**config.mk**
```make
export PLATFORM = sky130hd
export DESIGN_NAME = sram_loop_driver_flat
export DESIGN_NICKNAME = d
export VERILOG_FILES = /design/src/rtl/sram_loop_driver_if.sv /design/src/rtl/sram_loop_driver.sv /design/src/flat_wrapper.sv
export SDC_FILE = /design/constraint.sdc
export NUM_CORES = 1
export LEC_CHECK = 0
export CAP_MARGIN = 25
export CORE_ASPECT_RATIO = 2
export CORE_MARGIN = 2
export CORE_UTILIZATION = 30
export DETAILED_ROUTE_END_ITERATION = 10
export GPL_TIMING_DRIVEN = 0
export PLACE_DENSITY = 0.64
export SYNTH_ARGS = -nofsm -noshare
export SYNTH_HDL_FRONTEND = slang
export SYNTH_SLANG_ARGS = --single-unit
```
**constraint.sdc**
```tcl
create_clock -name clk -period 5.9 [get_ports clk]
set_input_delay 0.59 -clock clk [delete_from_list [all_inputs] [get_ports clk]]
set_output_delay 0.59 -clock clk [all_outputs]
set_load 0.02 [all_outputs]
```
**src/rtl/sram_loop_driver_if.sv**
```systemverilog
// rtl/sram_loop_driver_if.sv - single-port SRAM access bus between loop driver and SRAM
interface sram_loop_driver_if #(
    parameter int WIDTH  = 32,
    parameter int ADDR_W = 5
) ();
    logic [ADDR_W-1:0] addr;
    logic              ren;
    logic              wen;
    logic [WIDTH-1:0]  d;
    logic [WIDTH-1:0]  q;

    modport master (output addr, output ren, output wen, output d, input q);
    modport slave  (input addr, input ren, input wen, input d, output q);
endinterface

```
**src/rtl/sram_loop_driver.sv**
```systemverilog
// rtl/sram_loop_driver.sv - two-level pipelined loop-nest driver issuing one SRAM access every II cycles
module sram_loop_driver #(
    parameter int WIDTH    = 32,
    parameter int DEPTH    = 32,
    parameter int N_OUTER  = 4,
    parameter int N_INNER  = 8,
    parameter int II       = 1,
    parameter int STRIDE   = 8,
    parameter int BASE     = 0,
    parameter int IS_WRITE = 0
) (
    input  logic              clk,
    input  logic              rst,
    input  logic              start,
    input  logic              stall,
    input  logic [WIDTH-1:0]  wr_data,
    output logic              wr_ready,
    output logic [WIDTH-1:0]  rd_data,
    output logic              rd_valid,
    output logic [31:0]       iter_i,
    output logic [31:0]       iter_j,
    output logic              busy,
    output logic              done,
    sram_loop_driver_if.master sram
);
    localparam int   ADDR_W = $clog2(DEPTH);
    localparam logic WR_MODE = (IS_WRITE != 0);

    typedef enum logic [1:0] {
        S_IDLE,
        S_RUN,
        S_DRAIN
    } state_t;

    state_t      state_q, state_d;
    logic [31:0] i_q, i_d;
    logic [31:0] j_q, j_d;
    logic [31:0] ii_cnt_q, ii_cnt_d;
    logic        rd_valid_q, rd_valid_d;

    logic        access;
    logic        last;
    logic        ren;
    logic        wen;

    // An access slot is the first cycle of each II window that is not stalled.
    assign access = (state_q == S_RUN) && (ii_cnt_q == 32'd0) && !stall;
    assign last   = (i_q == 32'(N_OUTER - 1)) && (j_q == 32'(N_INNER - 1));
    assign ren    = access && !WR_MODE;
    assign wen    = access && WR_MODE;

    // Next-state, loop indices and II counter.
    always_comb begin
        state_d    = state_q;
        i_d        = i_q;
        j_d        = j_q;
        ii_cnt_d   = ii_cnt_q;
        rd_valid_d = ren;
        case (state_q)
            S_IDLE: begin
                if (start) begin
                    state_d  = S_RUN;
                    i_d      = '0;
                    j_d      = '0;
                    ii_cnt_d = '0;
                end
            end
            S_RUN: begin
                if (!stall) begin
                    ii_cnt_d = (ii_cnt_q == 32'(II - 1)) ? 32'd0 : ii_cnt_q + 32'd1;
                end
                if (access) begin
                    // The final access leaves i/j on the last iteration so they read back after the sweep.
                    if (last) begin
                        state_d = S_DRAIN;
                    end else if (j_q == 32'(N_INNER - 1)) begin
                        j_d = '0;
                        i_d = i_q + 32'd1;
                    end else begin
                        j_d = j_q + 32'd1;
                    end
                end
            end
            S_DRAIN: begin
                state_d = S_IDLE;
            end
            default: begin
                state_d = S_IDLE;
            end
        endcase
    end

    // State register; reset aborts any sweep, including an outstanding read return.
    always_ff @(posedge clk or posedge rst) begin
        if (rst) begin
            state_q    <= S_IDLE;
            i_q        <= '0;
            j_q        <= '0;
            ii_cnt_q   <= '0;
            rd_valid_q <= 1'b0;
        end else begin
            state_q    <= state_d;
            i_q        <= i_d;
            j_q        <= j_d;
            ii_cnt_q   <= ii_cnt_d;
            rd_valid_q <= rd_valid_d;
        end
    end

    assign sram.addr = ADDR_W'(32'(BASE) + i_q * 32'(STRIDE) + j_q);
    assign sram.ren  = ren;
    assign sram.wen  = wen;
    assign sram.d    = wr_data;

    assign wr_ready = wen;
    assign rd_data  = sram.q;
    assign rd_valid = rd_valid_q;
    assign iter_i   = i_q;
    assign iter_j   = j_q;
    assign busy     = (state_q != S_IDLE);
    assign done     = (state_q == S_DRAIN);
endmodule

```
**src/flat_wrapper.sv**
```systemverilog
// flat-port wrapper written by rule: the top's interface ports become plain ports
module sram_loop_driver_flat 
#(
    parameter int WIDTH    = 32,
    parameter int DEPTH    = 32,
    parameter int N_OUTER  = 4,
    parameter int N_INNER  = 8,
    parameter int II       = 1,
    parameter int STRIDE   = 8,
    parameter int BASE     = 0,
    parameter int IS_WRITE = 0
)
  (clk, rst, start, stall, wr_data, wr_ready, rd_data, rd_valid, iter_i, iter_j, busy, done, sram_addr, sram_ren, sram_wen, sram_d, sram_q);
  sram_loop_driver_if #(.WIDTH(WIDTH), .ADDR_W(5)) sram_i ();
  input  logic clk;
  input  logic rst;
  input  logic start;
  input  logic stall;
  input  logic [WIDTH-1:0] wr_data;
  output logic wr_ready;
  output logic [WIDTH-1:0] rd_data;
  output logic rd_valid;
  output logic [31:0] iter_i;
  output logic [31:0] iter_j;
  output logic busy;
  output logic done;
  output wire logic [$bits(sram_i.addr)-1:0] sram_addr;
  output wire logic [$bits(sram_i.ren)-1:0] sram_ren;
  output wire logic [$bits(sram_i.wen)-1:0] sram_wen;
  output wire logic [$bits(sram_i.d)-1:0] sram_d;
  input wire logic [$bits(sram_i.q)-1:0] sram_q;
  assign sram_addr = sram_i.addr;
  assign sram_ren = sram_i.ren;
  assign sram_wen = sram_i.wen;
  assign sram_d = sram_i.d;
  assign sram_i.q = sram_q;
  sram_loop_driver #(.WIDTH(WIDTH), .DEPTH(DEPTH), .N_OUTER(N_OUTER), .N_INNER(N_INNER), .II(II), .STRIDE(STRIDE), .BASE(BASE), .IS_WRITE(IS_WRITE)) u_core (.clk(clk), .rst(rst), .start(start), .stall(stall), .wr_data(wr_data), .wr_ready(wr_ready), .rd_data(rd_data), .rd_valid(rd_valid), .iter_i(iter_i), .iter_j(iter_j), .busy(busy), .done(done), .sram(sram_i));
endmodule
```
Yosys cells after proc, flatten, opt, wreduce, memory -nomap -nowiden
Cells that the tools add are included.
{"block": "op_classes", "n_addsub": 4, "n_eq_ne": 10, "muxes": 16, "n_reduce_logical": 12}
{"cell": "32-bit two-way mux", "count": 9}
{"cell": "32-bit case mux with 2 select lines", "count": 3}
{"cell": "32-bit by 1-bit adder with 32-bit output (second input constant)", "count": 3}
{"cell": "32-bit by 2-bit == test with 1-bit output (second input constant)", "count": 1}
{"cell": "32-bit by 3-bit == test with 1-bit output (second input constant)", "count": 1}
{"cell": "32-bit logical NOT", "count": 1}
{"cell": "2-bit inequality test (second input constant)", "count": 4}
{"cell": "2-bit two-way mux", "count": 3}
{"cell": "3-bit AND reduction", "count": 2}
{"cell": "5-bit adder", "count": 1}
{"cell": "5-bit AND reduction", "count": 1}
{"cell": "2-bit by 1-bit inequality test with 1-bit output (second input constant)", "count": 2}
{"cell": "2-bit case mux with 2 select lines", "count": 1}
{"cell": "4-bit AND reduction", "count": 1}
{"cell": "2-bit nonzero test", "count": 2}
{"cell": "1-bit logical AND", "count": 3}
{"cell": "2-bit by 1-bit == test with 1-bit output (second input constant)", "count": 1}
{"cell": "2-bit == test (second input constant)", "count": 1}
{"cell": "2-bit logical NOT", "count": 1}
{"cell": "1-bit logical NOT", "count": 1}
{"block": "totals", "reg_bits": 99, "inputBits": 68, "word_cells": 47}

Logic depth before layout (Yosys ltp)
Gate-level depths: netlist of run 1.
{"block": "depth", "ltp_word": 5, "ltp_mapped": 10, "depth_no_buf": 8}

Worst setup path before layout of run 1
No wires, ideal clock.
{"block": "synth_path", "path_type": "flip-flop to flip-flop", "start": "reg u_core.ii_cnt_q[0]", "end": "reg u_core.i_q[3] (netlist: u_core.iter_i[3])", "setup_time_ns": 0.069, "arrival_time_ns": 2.328, "path_slack_ns": 3.503, "path_stages_with_launch": 9, "synth_period_minus_slack_ns": 2.397, "path_cell_list": "dfrtp_1 > inv_1 > ha_1 > nor4b_1 > nand4_1 > nor4_4 > a31oi_2 > or4_1 > nand3_1"}
{"block": "synth_via", "elab_chain_len": 5}
{"item": "from (decl)", "line_no": "sram_loop_driver.sv:38", "text": "logic [31:0] ii_cnt_q, ii_cnt_d;"}
{"item": "from (signal assigned)", "line_no": "sram_loop_driver.sv:105", "text": "ii_cnt_q <= ii_cnt_d;"}
{"item": "32-bit logical NOT", "line_no": "sram_loop_driver.sv:47", "text": "assign access = (state_q == S_RUN) && (ii_cnt_q == 32'd0) && !stall;"}
{"item": "1-bit logical AND (2 in a row)", "line_no": "sram_loop_driver.sv:47"}
{"item": "named net sram_ren", "line_no": "flat_wrapper.sv:28", "text": "output wire logic [$bits(sram_i.ren)-1:0] sram_ren;"}
{"item": "2-bit by 1-bit inequality test with 1-bit output (no line)"}
{"item": "5-bit AND reduction (no line)"}
{"item": "to (signal assigned)", "line_no": "sram_loop_driver.sv:103", "text": "i_q <= i_d;"}
{"item": "to (decl)", "line_no": "sram_loop_driver.sv:36", "text": "logic [31:0] i_q, i_d;"}
The timed path passes the listed nets, and every way through them passes these cells.
A chain may end at the register's enable or synchronous reset.

Worst setup path after layout of run 1
{"block": "layout_path", "start": "reg u_core.ii_cnt_q[0]", "end": "out sram_ren"}
{"block": "layout_via", "elab_chain_len": 3}
{"item": "32-bit logical NOT", "line_no": "sram_loop_driver.sv:47"}
{"item": "1-bit logical AND (2 in a row)", "line_no": "sram_loop_driver.sv:47"}
{"item": "to (decl)", "line_no": "flat_wrapper.sv:28"}
No other way between the ends.

==> impl_metrics.tcl, run 1 <==
set metrics [dict create \
    outcome "finished clean" \
    wl_met2_um 10120 \
    p_sw_w 0.0006424 \
    synth_top_family_by_area "simple AND/OR/NAND/NOR gates" \
    grt_pass1_wl_um 30460 \
    maxCapViolCount 0 \
    p_leak_nw 3.224 \
    timing.hold.worst.class "reg2reg" \
    rsz0062_at_grt "no" \
    drive_gt1_share_pct 12.60 \
    pwr-share-comb_pct 26.2 \
    root_buffer "clkbuf_16" \
    grt_usage_pct 17.86 \
    first_iter_violations 344 \
    crit_path_start_kind "flip-flop" \
    cp_data_required_time_ns 5.31 \
    first_pass_iters 5 \
    fillerInstances 2015 \
    ys_types 50 \
    path_cells "inv_1, ha_1, nor4b_1, nand4_1, nor4_4, clkdlybuf4s50_1" \
    clock_path_buffers 2 \
    synthTopCellsByCount "dfrtp_1 (99), o21ai_0 (85), buf_4 (69)" \
    pwr-share-seq_pct 39.9 \
    cp_max_fo 9 \
    port_buffers 140 \
    r2r_setup_slack_ns 2.92 \
    clk_pin_slew_worst_paths_ns 0.07 \
    wl_per_cell_um 17.05 \
    tightest_slew_ns 0.8504 \
    wirelength_um 19220 \
    synth.area.top_cells "dfrtp_1 (41%), buf_4 (8.5%), o21ai_0 (7.0%), nor2_1 (4.0%), nand3_1 (3.2%)" \
    synthFlopType "dfrtp_1" \
    fin_crit_sh_pct 57.52 \
    die_h_um 205.1 \
    antenna_found_initial 0 \
    cts.sinks 99 \
    total_power_w 0.001903 \
    synth_top_area_share_pct 40.85 \
    crit_type "reg2out" \
    htree_levels 3 \
    die_x_um 104.5 \
    wl_met1_um 6993 \
    highest_layer "met4" \
    drv_slew 0 \
    slowest_stage "clkdlybuf4s50_1" \
    rr_endpoint "u_core.iter_i[10]" \
    ff2ff_path_depth 8 \
    grt_max_degree 66 \
    post-route-util_pct 41.10 \
    fmax_mhz 294.7 \
    cts_tree "done" \
    synth_cells 707 \
    yosys.area_share.adder_pct 1.032 \
    postCtsResizedCells 0 \
    setup_violations 0 \
    swShare_pct 33.75 \
    ioPinCount 207 \
    max_slew_margin_pct 42.83 \
    multi_input_area_um2 2892 \
    reg2reg_from "u_core.ii_cnt_q[0]" \
    cts_hold_buffers 0 \
    hold_start "u_core.iter_i[29]" \
    gp_routability_congestion 0.8910 \
    synth_largest_area_cell "dfrtp_1" \
    peakVddDrop_mv 0.1457 \
    yosysWarningCount 0 \
    ys_seq_area_share_pct 40.85 \
    skew_ns 0.01224 \
    initial_core_util_pct 30.60 \
    setup_tns_ns 0 \
    p_int_w 0.001261 \
    hold_depth 1 \
    synthSimpleGateAreaFrac_pct 25.97 \
    grt_pass1_vias 5993 \
    synth.area.mux_share_pct 0.3714 \
    rows 73 \
    wl_met3_um 1144 \
    finalCriticalPeriod_ns 3.394 \
    dp_hpwl_um 14470 \
    power_frac_clock_pct 33.9 \
    synth-seq-cells 99 \
    worst_ep_arrival_time_ns 2.80 \
    n_antenna_cell 0 \
    cts_setup_buffers 0 \
    clock_latency_ns 0.36 \
    syn_avg_cell_area_um2 8.578 \
    synthXorXnorAreaFrac_pct 3.755 \
    min_to "u_core.iter_i[29]" \
    numCtsBuffers 9 \
    syn_to_final_growth_pct 34.33 \
    hold_viol_final 0 \
    synth-async-reset-ratio_pct 100.0 \
    final_nets 933 \
    drtAntennaViolNets 0 \
    viasPerCell 5.348 \
    grt-ovfl-total 0 \
    yosysMostFrequentCell "dfrtp_1" \
    synth_compound_area_share_pct 16.42 \
    critPathMaxStageDelay_ns 0.74 \
    layout.area.seq_um2 2477 \
    die_area_um2 21440 \
    power-per-cell-area_nw_per_um2 233.6 \
    drc_errors 0 \
    netlist_area_um2 6065 \
    synth_edf_count 0 \
    critPathCaptureType "output port" \
    vias 6027 \
    core-area_um2 19820 \
]
-- cell usage in the layout, fill, tap and decap left out, types with 15 or more instances in the layout --
cell             instances
a31oi_1                 16
clkdlybuf4s50_1        140
nand3_1                 39
and3_1                  21
a21oi_1                 21
clkbuf_1                20
dfrtp_1                 99
buf_4                   69
nand2_1                 49
nor4_1                  20
o31ai_1                 24
nor2_1                  65
xor2_1                  15
o21ai_0                 85
nand4_1                 30
-- worst max-delay path, delay by kind of cell, from the launching register on --
family,cells,cell delay (ns)
flip-flops,1,0.41
adder cells (fa/ha/maj),1,0.15
AND/OR/NAND/NOR,3,1.06
buffers and inverters,2,0.83
-- worst max-delay path by stage --
stage	startpoint	to	slack, ns	cells past startpoint
after floorplan	rst	u_core.ii_cnt_q[0]	2.72	1
after global placement	rst	u_core.iter_j[13]	0.83	2
after detailed placement	stall	u_core.ii_cnt_q[22]	2.73	8
after CTS	u_core.ii_cnt_q[0]	sram_ren	2.46	6
after global routing	u_core.ii_cnt_q[0]	sram_ren	2.31	6
final	u_core.ii_cnt_q[0]	sram_ren	2.51	6
-- logic make-up after synthesis --
family,after synthesis
xor+xnor,26
other cells,1
simple gates,294
buf+inv,114
flops,99
mux,2
fa+ha+maj,5
compound gates,166
-- registers in the layout (all words and copies together) (netlist names) --
name,cells
u_core.ii_cnt_q,32
u_core.iter_i,32
u_core.iter_j,32
u_core.state_q,2
u_core.rd_valid,1
-- stage by stage --
step                      setup WS (ns)  area [um2]  hold WS [ns]  cells
final                             2.506        8147        0.5417   1127
after detailed placement          2.729        7828        0.5252   1111
after global routing              2.307        8147        0.5717   1127
after floorplan                   2.720        6068        0.4967    708
after CTS                         2.461        8147        0.5414   1127
after global placement           0.8325        7797        0.5077   1110
-- routing by layer --
layer / global-route usage, % / up-vias
met5: 0 / -
li1: - / 2814
met1: 18.48 / 2837
met2: 33.22 / 322
met4: 10.71 / 0
met3: 3.023 / 54
-- power by group through the flow --
stage / Combinational [W] / Clock (W) / Sequential, W
detailed placement: 0.000501 / 0 / 0.000774
finish: 0.000498 / 0.000645 / 0.000760
global placement: 0.000494 / 0 / 0.000773
global route: 0.000537 / 0.000694 / 0.000767
CTS: 0.000501 / 0.000665 / 0.000760
floorplan: 0.000278 / 0 / 0.000781
-- final cells by class --
cell class	count	share of cell area [%]
tap	262	4.024
buffer	101	7.986
timing repair buffer	141	17.54
clock buffer	9	2.765
sequential	99	30.41
multi-input combinational	495	35.49
inverter	13	0.6297
clock inverter	7	1.152
No activity file was read; power rests on OpenSTA's default activity.
==> run 2, diff against run 1 <==
- PLACE_DENSITY: 0.64 -> 0.66
- clock period: 5.9 -> 2.85 ns (I/O delays scaled with it)
==> impl_metrics.tcl, run 2 (synthesis gave the netlist of run 1 again) <==
set metrics [dict create \
    outcome "finished clean" \
    first_iter_violations 336 \
    ioPinCount 207 \
    initial_core_util_pct 30.60 \
    fin_crit_sh_pct 94.26 \
    antenna_found_initial 0 \
    reg2reg_from "u_core.iter_j[0]" \
    critPathMaxStageDelay_ns 0.48 \
    port_buffers 140 \
    die_x_um 104.5 \
    design_area_um2 8218 \
    power-per-cell-area_nw_per_um2 471.5 \
    finalCriticalPeriod_ns 2.687 \
    grt_usage_pct 17.95 \
    gp_routability_congestion 0.8914 \
    pwr-share-seq_pct 40.5 \
    drtAntennaViolNets 0 \
    final_nets 938 \
    maxCapViolCount 0 \
    max_slew_margin_pct 38.00 \
    fmax_mhz 372.2 \
    die_area_um2 21440 \
    wl_per_cell_um 17.01 \
    ff2ff_path_depth 7 \
    peakVddDrop_mv 0.2733 \
    place_inst 1112 \
    grt_pass1_vias 6096 \
    layout_common_cells "clkdlybuf4s50_1 (139), dfrtp_1 (99), o21ai_0 (84)" \
    r2r_setup_slack_ns 0.16 \
    drv_slew 0 \
    cts_hold_buffers 0 \
    critPathCaptureType "flip-flop" \
    skew_ns 0.01072 \
    clock_latency_ns 0.36 \
    first_pass_iters 5 \
    crit_type "reg2reg" \
    setup_violations 0 \
    drive_gt1_share_pct 14.61 \
    htree_levels 3 \
    dpl-instance-area_um2 7841 \
    crit_path_start_kind "flip-flop" \
    layout_commonest_cell "clkdlybuf4s50_1" \
    syn_to_final_growth_pct 35.51 \
    viasPerCell 5.315 \
    grt_max_degree 41 \
    drc_errors 0 \
    power_frac_clock_pct 31.6 \
    fin_cells 1131 \
    worst_ep_arrival_time_ns 2.92 \
    p_int_w 0.002611 \
    pwr-share-comb_pct 27.9 \
    clock_path_buffers 2 \
    setup_tns_ns 0 \
    rows 73 \
    wirelength_um 19240 \
    critPathBufInv 1 \
    root_buffer "clkbuf_16" \
    vias 6011 \
    clk_pin_slew_worst_paths_ns 0.07 \
    fillerInstances 2017 \
    p_sw_w 0.001264 \
    core-area_um2 19820 \
    numCtsBuffers 9 \
    p_leak_nw 3.259 \
    dp_hpwl_um 14470 \
    slowest_stage "dfrtp_1" \
    rr_endpoint "u_core.iter_i[14]" \
    hold_viol_final 0 \
    n_antenna_cell 0 \
    grt_pass1_wl_um 31040 \
    tightest_slew_ns 0.9223 \
    cp_max_fo 10 \
    path_cells "ha_2, nor4bb_2, nand4_1, nor2_4, nand3_2, buf_4, o41ai_1" \
    grt-ovfl-total 0 \
    cts_tree "done" \
    swShare_pct 32.62 \
    timing.hold.worst.class "in2async" \
    cp.depth 7 \
    die_h_um 205.1 \
    cts.sinks 99 \
    cp_data_required_time_ns 3.08 \
    cp_top_family "simple AND/OR/NAND/NOR gates" \
]
[run 2: power by group through the flow]
stage	Combinational, W	Clock (W)	Sequential [W]
after floorplan	0.000576	0	0.00162
after global routing	0.00118	0.00131	0.00158
final	0.00108	0.00123	0.00157
after CTS	0.00107	0.00125	0.00157
after global placement	0.00103	0	0.00159
after detailed placement	0.00105	0	0.00159
[run 2: stage by stage]
stage | power (W) | utilization (%) | hold WS, ns | worst slack [ns]
floorplan | 0.002193 | - | 0.4081 | 0.4527
global placement | 0.002620 | 39.36 | 0.5249 | -0.1471
detailed placement | 0.002641 | 39.56 | 0.5279 | -0.1782
CTS | 0.003891 | 41.22 | 0.3920 | 0.006303
global route | 0.004064 | 41.46 | 0.4299 | -0.005892
finish | 0.003875 | 41.46 | 0.3666 | 0.1635
[run 2: worst register-to-register path: cells and delay by family, from the launching register on]
kind	cells	cell delay, ns
compound gates	1	0.38
buf+inv	1	0.27
flops	1	0.48
simple gates	4	1.17
fa+ha+maj	1	0.29
[run 2: final cells by class]
class                   count  area (um2)  share of cell area (%)
inverters                  13       52.55                  0.6395
flip-flops and latches     99        2477                   30.15
clock buffers              10       229.0                   2.786
repair buffers            147        1478                   17.98
multi-input cells         495        2940                   35.78
well taps                 262       327.8                   3.989
plain buffers             100       658.1                   8.009
clock inverters             5       55.05                  0.6699
[run 2: routing by layer]
| layer | GRT usage (%) | part of all wire (%) | vias to the layer above |
|---|---|---|---|
| met5 | 0 | 0 | - |
| met4 | 9.073 | 3.0 | 0 |
| met3 | 3.468 | 5.9 | 38 |
| met2 | 33.82 | 54 | 297 |
| met1 | 18.63 | 37 | 2852 |
| li1 | - | - | 2824 |
[run 2: worst max-delay path by stage]
stage / startpoint / end / slack [ns]
after floorplan: u_core.ii_cnt_q[0] / u_core.iter_i[3] / 0.45
after global placement: u_core.iter_j[0] / u_core.iter_i[23] / -0.15
after detailed placement: u_core.iter_j[0] / u_core.iter_i[27] / -0.18
after CTS: u_core.ii_cnt_q[0] / u_core.iter_i[18] / 0.006
after global routing: u_core.ii_cnt_q[0] / u_core.iter_j[25] / -0.006
final: u_core.iter_j[0] / u_core.iter_i[14] / 0.16
[run 2: what timing repair did]
item / 4_1_cts / 5_1_grt
setup buffers: 3 / 2
pin swaps: 2 / 2
resized for setup: 13 / 12
endpoints found under the setup margin: 73 / 81
